## src/rtl/hazard_scoreboard_unit_if.sv

```systemverilog
// hazard_scoreboard_unit_if: ID-stage bundle between the decode logic and the
// hazard scoreboard. It carries the pipeline controls, the instruction's
// operand/destination fields, and the scoreboard's stall/issue/debug outputs.
interface hazard_scoreboard_unit_if #(
    parameter int REG_ADDR_W = 4,
    parameter int NUM_REGS   = 16,
    parameter int NUM_SRC    = 3,
    parameter int LAT_W      = 3
);
    logic                          freeze;
    logic                          flush;
    logic                          id_valid;
    logic [NUM_SRC-1:0]            has_src;
    logic [NUM_SRC*REG_ADDR_W-1:0] src;
    logic                          wb_en;
    logic [REG_ADDR_W-1:0]         dest;
    logic [LAT_W-1:0]              latency;
    logic                          hazard_detected;
    logic                          issue_fire;
    logic [NUM_REGS-1:0]           busy_mask;
    logic [15:0]                   stall_count;

    modport master (
        output freeze, flush, id_valid, has_src, src, wb_en, dest, latency,
        input  hazard_detected, issue_fire, busy_mask, stall_count
    );

    modport slave (
        input  freeze, flush, id_valid, has_src, src, wb_en, dest, latency,
        output hazard_detected, issue_fire, busy_mask, stall_count
    );
endinterface

```

## src/rtl/hazard_scoreboard_unit.sv

```systemverilog
// hazard_scoreboard_unit: per-register pending-write scoreboard at ID.
// Each architectural register has a countdown of cycles until its in-flight
// result reaches the register file; reads of a pending register (RAW) and
// writes that would land before an older write (WAW) stall IF/ID.
// A saturating 16-bit counter records hazard stall cycles for debug.
// Optional feature macro: HAZARD_FORWARDING_EN -- when defined, sources whose
// pending count is 1..FWD_DIST are treated as forwardable and do not stall.
module hazard_scoreboard_unit #(
    parameter int REG_ADDR_W = 4,
    parameter int NUM_REGS   = 16,
    parameter int NUM_SRC    = 3,
    parameter int LAT_W      = 3,
    parameter int FWD_DIST   = 1
) (
    input logic                     clk,
    input logic                     rst,
    hazard_scoreboard_unit_if.slave bus
);

`ifdef HAZARD_FORWARDING_EN
    localparam int SRC_STALL_ABOVE = FWD_DIST;
`else
    // Without forwarding any nonzero count stalls, so FWD_DIST has no effect.
    localparam int SRC_STALL_ABOVE = 0 * FWD_DIST;
`endif
    localparam logic [LAT_W-1:0] SRC_THRESH = LAT_W'(SRC_STALL_ABOVE);

    logic [LAT_W-1:0]    pend_cnt_q [NUM_REGS];
    logic [LAT_W-1:0]    pend_cnt_d [NUM_REGS];
    logic [15:0]         stall_count_q;
    logic [15:0]         stall_count_d;
    logic [NUM_SRC-1:0]  src_hit;
    logic                waw_hit;
    logic                hazard;
    logic                issue;
    logic [NUM_REGS-1:0] busy;

    // Hazard detection: RAW on any read source, WAW when an older write lands later.
    always_comb begin
        src_hit = '0;
        for (int i = 0; i < NUM_SRC; i++) begin
            src_hit[i] = bus.has_src[i] &&
                         (pend_cnt_q[bus.src[i*REG_ADDR_W +: REG_ADDR_W]] > SRC_THRESH);
        end
        waw_hit = bus.wb_en && (pend_cnt_q[bus.dest] > bus.latency);
        hazard  = bus.id_valid && ((|src_hit) || waw_hit);
        issue   = bus.id_valid && !hazard && !bus.freeze && !bus.flush;
    end

    // Countdown update: hold on freeze, otherwise age every entry and load on issue.
    always_comb begin
        for (int r = 0; r < NUM_REGS; r++) begin
            pend_cnt_d[r] = pend_cnt_q[r];
        end
        if (!bus.freeze) begin
            for (int r = 0; r < NUM_REGS; r++) begin
                if (pend_cnt_q[r] != '0) begin
                    pend_cnt_d[r] = pend_cnt_q[r] - LAT_W'(1);
                end
            end
            if (issue && bus.wb_en && (bus.latency != '0)) begin
                pend_cnt_d[bus.dest] = bus.latency;
            end
        end
    end

    // Stall-cycle counter saturates at all-ones so long runs never wrap to small values.
    always_comb begin
        stall_count_d = stall_count_q;
        if (bus.id_valid && hazard && !bus.flush && !bus.freeze &&
            (stall_count_q != 16'hFFFF)) begin
            stall_count_d = stall_count_q + 16'd1;
        end
    end

    // Busy mask is a direct view of which entries are still counting down.
    always_comb begin
        busy = '0;
        for (int r = 0; r < NUM_REGS; r++) begin
            busy[r] = (pend_cnt_q[r] != '0);
        end
    end

    // State registers with synchronous reset dropping all pending writes.
    always_ff @(posedge clk) begin
        if (rst) begin
            for (int r = 0; r < NUM_REGS; r++) begin
                pend_cnt_q[r] <= '0;
            end
            stall_count_q <= '0;
        end else begin
            for (int r = 0; r < NUM_REGS; r++) begin
                pend_cnt_q[r] <= pend_cnt_d[r];
            end
            stall_count_q <= stall_count_d;
        end
    end

    assign bus.hazard_detected = hazard;
    assign bus.issue_fire      = issue;
    assign bus.busy_mask       = busy;
    assign bus.stall_count     = stall_count_q;

endmodule
```

## src/flat_wrapper.sv

```systemverilog
// flat-port wrapper written by rule: the top's interface ports become plain ports
module hazard_scoreboard_unit_flat 
#(
    parameter int REG_ADDR_W = 4,
    parameter int NUM_REGS   = 16,
    parameter int NUM_SRC    = 3,
    parameter int LAT_W      = 3,
    parameter int FWD_DIST   = 1
)
  (clk, rst, bus_freeze, bus_flush, bus_id_valid, bus_has_src, bus_src, bus_wb_en, bus_dest, bus_latency, bus_hazard_detected, bus_issue_fire, bus_busy_mask, bus_stall_count);
  hazard_scoreboard_unit_if #(.REG_ADDR_W(REG_ADDR_W), .NUM_REGS(NUM_REGS), .NUM_SRC(NUM_SRC), .LAT_W(LAT_W)) bus_i ();
  input logic clk;
  input logic rst;
  input wire logic [$bits(bus_i.freeze)-1:0] bus_freeze;
  input wire logic [$bits(bus_i.flush)-1:0] bus_flush;
  input wire logic [$bits(bus_i.id_valid)-1:0] bus_id_valid;
  input wire logic [$bits(bus_i.has_src)-1:0] bus_has_src;
  input wire logic [$bits(bus_i.src)-1:0] bus_src;
  input wire logic [$bits(bus_i.wb_en)-1:0] bus_wb_en;
  input wire logic [$bits(bus_i.dest)-1:0] bus_dest;
  input wire logic [$bits(bus_i.latency)-1:0] bus_latency;
  output wire logic [$bits(bus_i.hazard_detected)-1:0] bus_hazard_detected;
  output wire logic [$bits(bus_i.issue_fire)-1:0] bus_issue_fire;
  output wire logic [$bits(bus_i.busy_mask)-1:0] bus_busy_mask;
  output wire logic [$bits(bus_i.stall_count)-1:0] bus_stall_count;
  assign bus_i.freeze = bus_freeze;
  assign bus_i.flush = bus_flush;
  assign bus_i.id_valid = bus_id_valid;
  assign bus_i.has_src = bus_has_src;
  assign bus_i.src = bus_src;
  assign bus_i.wb_en = bus_wb_en;
  assign bus_i.dest = bus_dest;
  assign bus_i.latency = bus_latency;
  assign bus_hazard_detected = bus_i.hazard_detected;
  assign bus_issue_fire = bus_i.issue_fire;
  assign bus_busy_mask = bus_i.busy_mask;
  assign bus_stall_count = bus_i.stall_count;
  hazard_scoreboard_unit #(.REG_ADDR_W(REG_ADDR_W), .NUM_REGS(NUM_REGS), .NUM_SRC(NUM_SRC), .LAT_W(LAT_W), .FWD_DIST(FWD_DIST)) u_core (.clk(clk), .rst(rst), .bus(bus_i));
endmodule
```

## config.mk

```make
export PLATFORM = sky130hd
export DESIGN_NAME = hazard_scoreboard_unit_flat
export DESIGN_NICKNAME = d
export VERILOG_FILES = /design/src/rtl/hazard_scoreboard_unit_if.sv /design/src/rtl/hazard_scoreboard_unit.sv /design/src/flat_wrapper.sv
export SDC_FILE = /design/constraint.sdc
export NUM_CORES = 1
export LEC_CHECK = 0
export CAP_MARGIN = 0
export CORE_ASPECT_RATIO = 0.5
export CORE_UTILIZATION = 63
export CTS_CLUSTER_DIAMETER = 30
export DETAILED_ROUTE_END_ITERATION = 12
export MAX_ROUTING_LAYER = met4
export PLACE_DENSITY = 0.88
export RECOVER_POWER = 100
export SYNTH_ARGS = -nofsm -noshare
export SYNTH_HDL_FRONTEND = slang
export SYNTH_SLANG_ARGS = --single-unit
```

## constraint.sdc

```tcl
create_clock -name clk -period 11.44 [get_ports clk]
set_clock_uncertainty 0.05 [all_clocks]
set_input_delay 2.288 -clock clk [delete_from_list [all_inputs] [get_ports clk]]
set_output_delay 2.288 -clock clk [all_outputs]
set_load 0.01 [all_outputs]
```

==> results by group <==
Run status
  • Status: finished clean

Floorplanning
  • Starting density of the core: 65.8%
  • Row count: 24
  • Die X: around 140 µm
  • Num ports: just over 60
  • DIE AREA: ~9600 µm²
  • Core footprint: just under 9000 µm²
  • Die Y: ~70 µm

Setup path
  • Element type at the critical path end: primary output
  • Worst reg-to-reg path cell count: 12
  • Setup CP Type: input pin to primary output
  • RR Endpoint: u_core.pend_cnt_q[11][1]$_SDFFE_PP0N_
  • R2r startpoint: u_core.pend_cnt_q[15][1]$_SDFFE_PP0N_
  • Critical Path AT: around 6.9 ns
  • Worst Path Max Fanout: 24
  • Crit path required time: about 9 ns
  • R2R setup slack: slightly below 7 ns
  • Setup crit start kind: input pin

Timing
  • Final Hold Viols: 0
  • Final WS setup: around 2.2 ns
  • Final Cycle Share: about four fifths
  • Fin. max-slew vios: 0
  • RSZ-0062 raised after global routing: no
  • Hold slack: about 0.50 ns
  • Crit path time final: 9.24 ns
  • FMAX: around 0.11 GHz
  • Final setup violation count: 0
  • Worst slew pin tran: around 1.0 ns
  • Setup TNS: 0 ns
  • Slew headroom: between 30% and 40%

GRT
  • Antenna violations before repair: 1
  • First-pass GRT wire length: 27.2 mm
  • Vias in the first global route: 5512
  • Overflow left after global routing: 0
  • Largest net degree at the start of global routing: 70
  • All-Layer GR Usage: about two fifths

Layout
  • P&R area growth vs syn: 12.6%
  • Post-route core utilization: between 70% and 80%
  • Nets: ~800
  • Footprint of the multi-input gates: between 3000 and 4000 µm²
  • Share of cells above drive strength 1: ~9.8%
  • Fill count: just under 700
  • Area occupied by registers: around 1300 µm²
  • Post-Layout Inst Area: 6540 µm²

Place
  • DP HPWL: roughly 12 mm
  • Setup WS pre-CTS: around 2.3 ns
  • Placed Area: between 6000 and 7000 µm²
  • I/O Buffers: 61
  • Placer's final routability congestion estimate: ~1.0

Synth
  • Syn nets: approximately 770
  • Synth Instances: roughly 700
  • Post-synth cell types: between 60 and 70
  • Number of synthesized flops with an enable pin: 0
  • Avg Cell Area, Syn: a little over 8 µm²
  • Largest family of logic cells by synthesized area: simple AND/OR/NAND/NOR gates
  • Synth Area in Compound Gates: between 20% and 30%
  • Post-synth ARST share: 0%
  • Synth Area in Simple Gates: between 20% and 30%
  • Post-synthesis xor/xnor area fraction: 0%
  • Ys Warns: 0
  • Cell area after synthesis: between 5000 and 6000 µm²
  • Adder-cell share of the synthesized area: under 10%
  • Ys flop type: dfxtp_1
  • Sequential share of the synthesized area: between 20 and 25%
  • Post-synthesis mux area share: roughly an eighth
  • Flops & latches, synth: 64

Min path
  • Hold crit path type: register to register
  • Hold path start: u_core.bus.stall_count[15]$_SDFFE_PP0P_
  • Hold depth: 3
  • Hold endpoint: u_core.bus.stall_count[15]$_SDFFE_PP0P_

CTS
  • Clock Path Buffers: 2
  • Post-CTS Resized: 0
  • Number of CTS-inserted buffers: 9
  • CTS sink count: 64
  • Root buffer cell: clkbuf_16
  • Clk pin slew, worst setup/hold paths: 0.05 ns
  • Clk Latency, worst-skew pair: about 0.34 ns
  • CTS tree: yes
  • Hold buffers post-CTS: 0
  • H-tree levels: 3
  • Postcts setup bufs: 0

Routing
  • DRC errors left: 0
  • Avg WL per Cell: 20.2 µm
  • Routed WL: around 17 mm
  • Detail Route Antenna Nets: 0
  • Vias: ~6000
  • TritonRoute pass-1 iters: 5
  • Vias per cell: 6.93
  • Initial drt markers: ~670

Pwr
  • Leak pwr: ~2.5 nW
  • Worst vdd ir: 0.0915 mV
  • Power per Cell Area: around 180 nW/µm²

Run
  • Max-Cap Viols: 0
cell usage after synthesis, drive strengths merged (6+ instances only):
library cell,count,area [µm²]
o21ai,35,175
nor4,17,113
buf,11,76.3
nand4,21,225
nand2,48,180
o31ai,12,90.1
ha,36,450
nor3,35,200
a2111oi,6,65.1
and4,12,105
dfxtp,64,1280
a211oi,18,165
nor2b,16,100
a21boi,12,90.1
mux4,15,342
a21oi,35,175
nor2,55,206
nor4b,21,199
and3,7,43.8
o221ai,15,138
nand2b,22,138
nand3,17,85.1
mux2i,18,180
inv,50,188
clkbuf,36,135
mux2,21,251
cells by family (layout without fill, tap and decap cells):
kind of cell	count (synthesis)	in the layout
adder cells (fa/ha/maj)	36	36
AO/OA/AOI/OAI	166	166
other	0	1
multiplexers	54	54
flip-flops	64	64
AND/OR/NAND/NOR	287	287
buffers and inverters	97	135
where the power goes:
part / switching (mW) / internal [mW] / leakage [nW]
clock network: 0.105 / 0.167 / 0.138
registers: 0.0879 / 0.269 / 0.525
logic: 0.290 / 0.240 / 1.86
worst max-delay path by stage:
stage                           start  slack (ns)                  end
after floorplan           bus_dest[0]        3.57  bus_hazard_detected
after global placement    bus_dest[0]        2.41  bus_hazard_detected
after detailed placement  bus_dest[0]        2.32  bus_hazard_detected
after CTS                 bus_dest[0]        2.31  bus_hazard_detected
after global routing      bus_dest[0]        1.89       bus_issue_fire
final                     bus_dest[0]        2.20       bus_issue_fire
layer usage:
| metal | routed length [µm] | part of all wire (%) | track usage [%] |
|---|---|---|---|
| met1 | 6860 | 40 | 47.5 |
| met4 | 522 | 3.0 | 16.7 |
| met2 | 7730 | 45 | 57.6 |
| met5 | 0 | 0 | - |
| met3 | 2220 | 13 | 11.3 |
sequential cells by signal (all words and copies together) (netlist names):
signal,count
u_core.pend_cnt_q,48
u_core.bus.stall_count,16
per-stage QoR:
step | power (mW) | std cells
3_3_place_gp | 0.871 | 843
5_1_grt | 1.23 | 860
4_1_cts | 1.17 | 859
3_5_place_dp | 0.890 | 843
2_1_floorplan | 0.708 | 704
6_report | 1.16 | 860
layout by cell type (no fill, tap or decap), types with 15 or more instances in the layout:
cell	instances
dfxtp_1	64
nor2_1	55
inv_1	50
nand2_1	48
ha_1	36
a21oi_1	35
o21ai_0	35
dlygate4sd3_1	34
nor3_1	30
clkdlybuf4s50_1	25
nand2b_1	22
nor4b_1	21
nand4_1	21
mux2i_1	18
nand3_1	17
nor4_1	16
nor2b_1	16
a211oi_1	15
cell type report:
class	instances	area share [%]
clock buffers	10	3.50
repair buffers	69	10.0
diodes	1	0.0382
multi-input cells	543	60.8
inverters	50	2.87
well taps	117	2.24
clock inverters	6	0.918
flip-flops and latches	64	19.6
worst max-delay path, cell delays in order:
cell and delay (ns):
dlygate4sd3_1 1.11, mux4_2 0.61, mux4_2 0.47, ha_1 0.31
nor2b_1 0.14, o21ai_0 0.15, a21oi_1 0.08, and4bb_1 0.27
and4b_2 0.21, nand2_1 0.41, nor2_1 0.22, dlygate4sd3_1 0.63
Power figures use the tool's default switching activity.
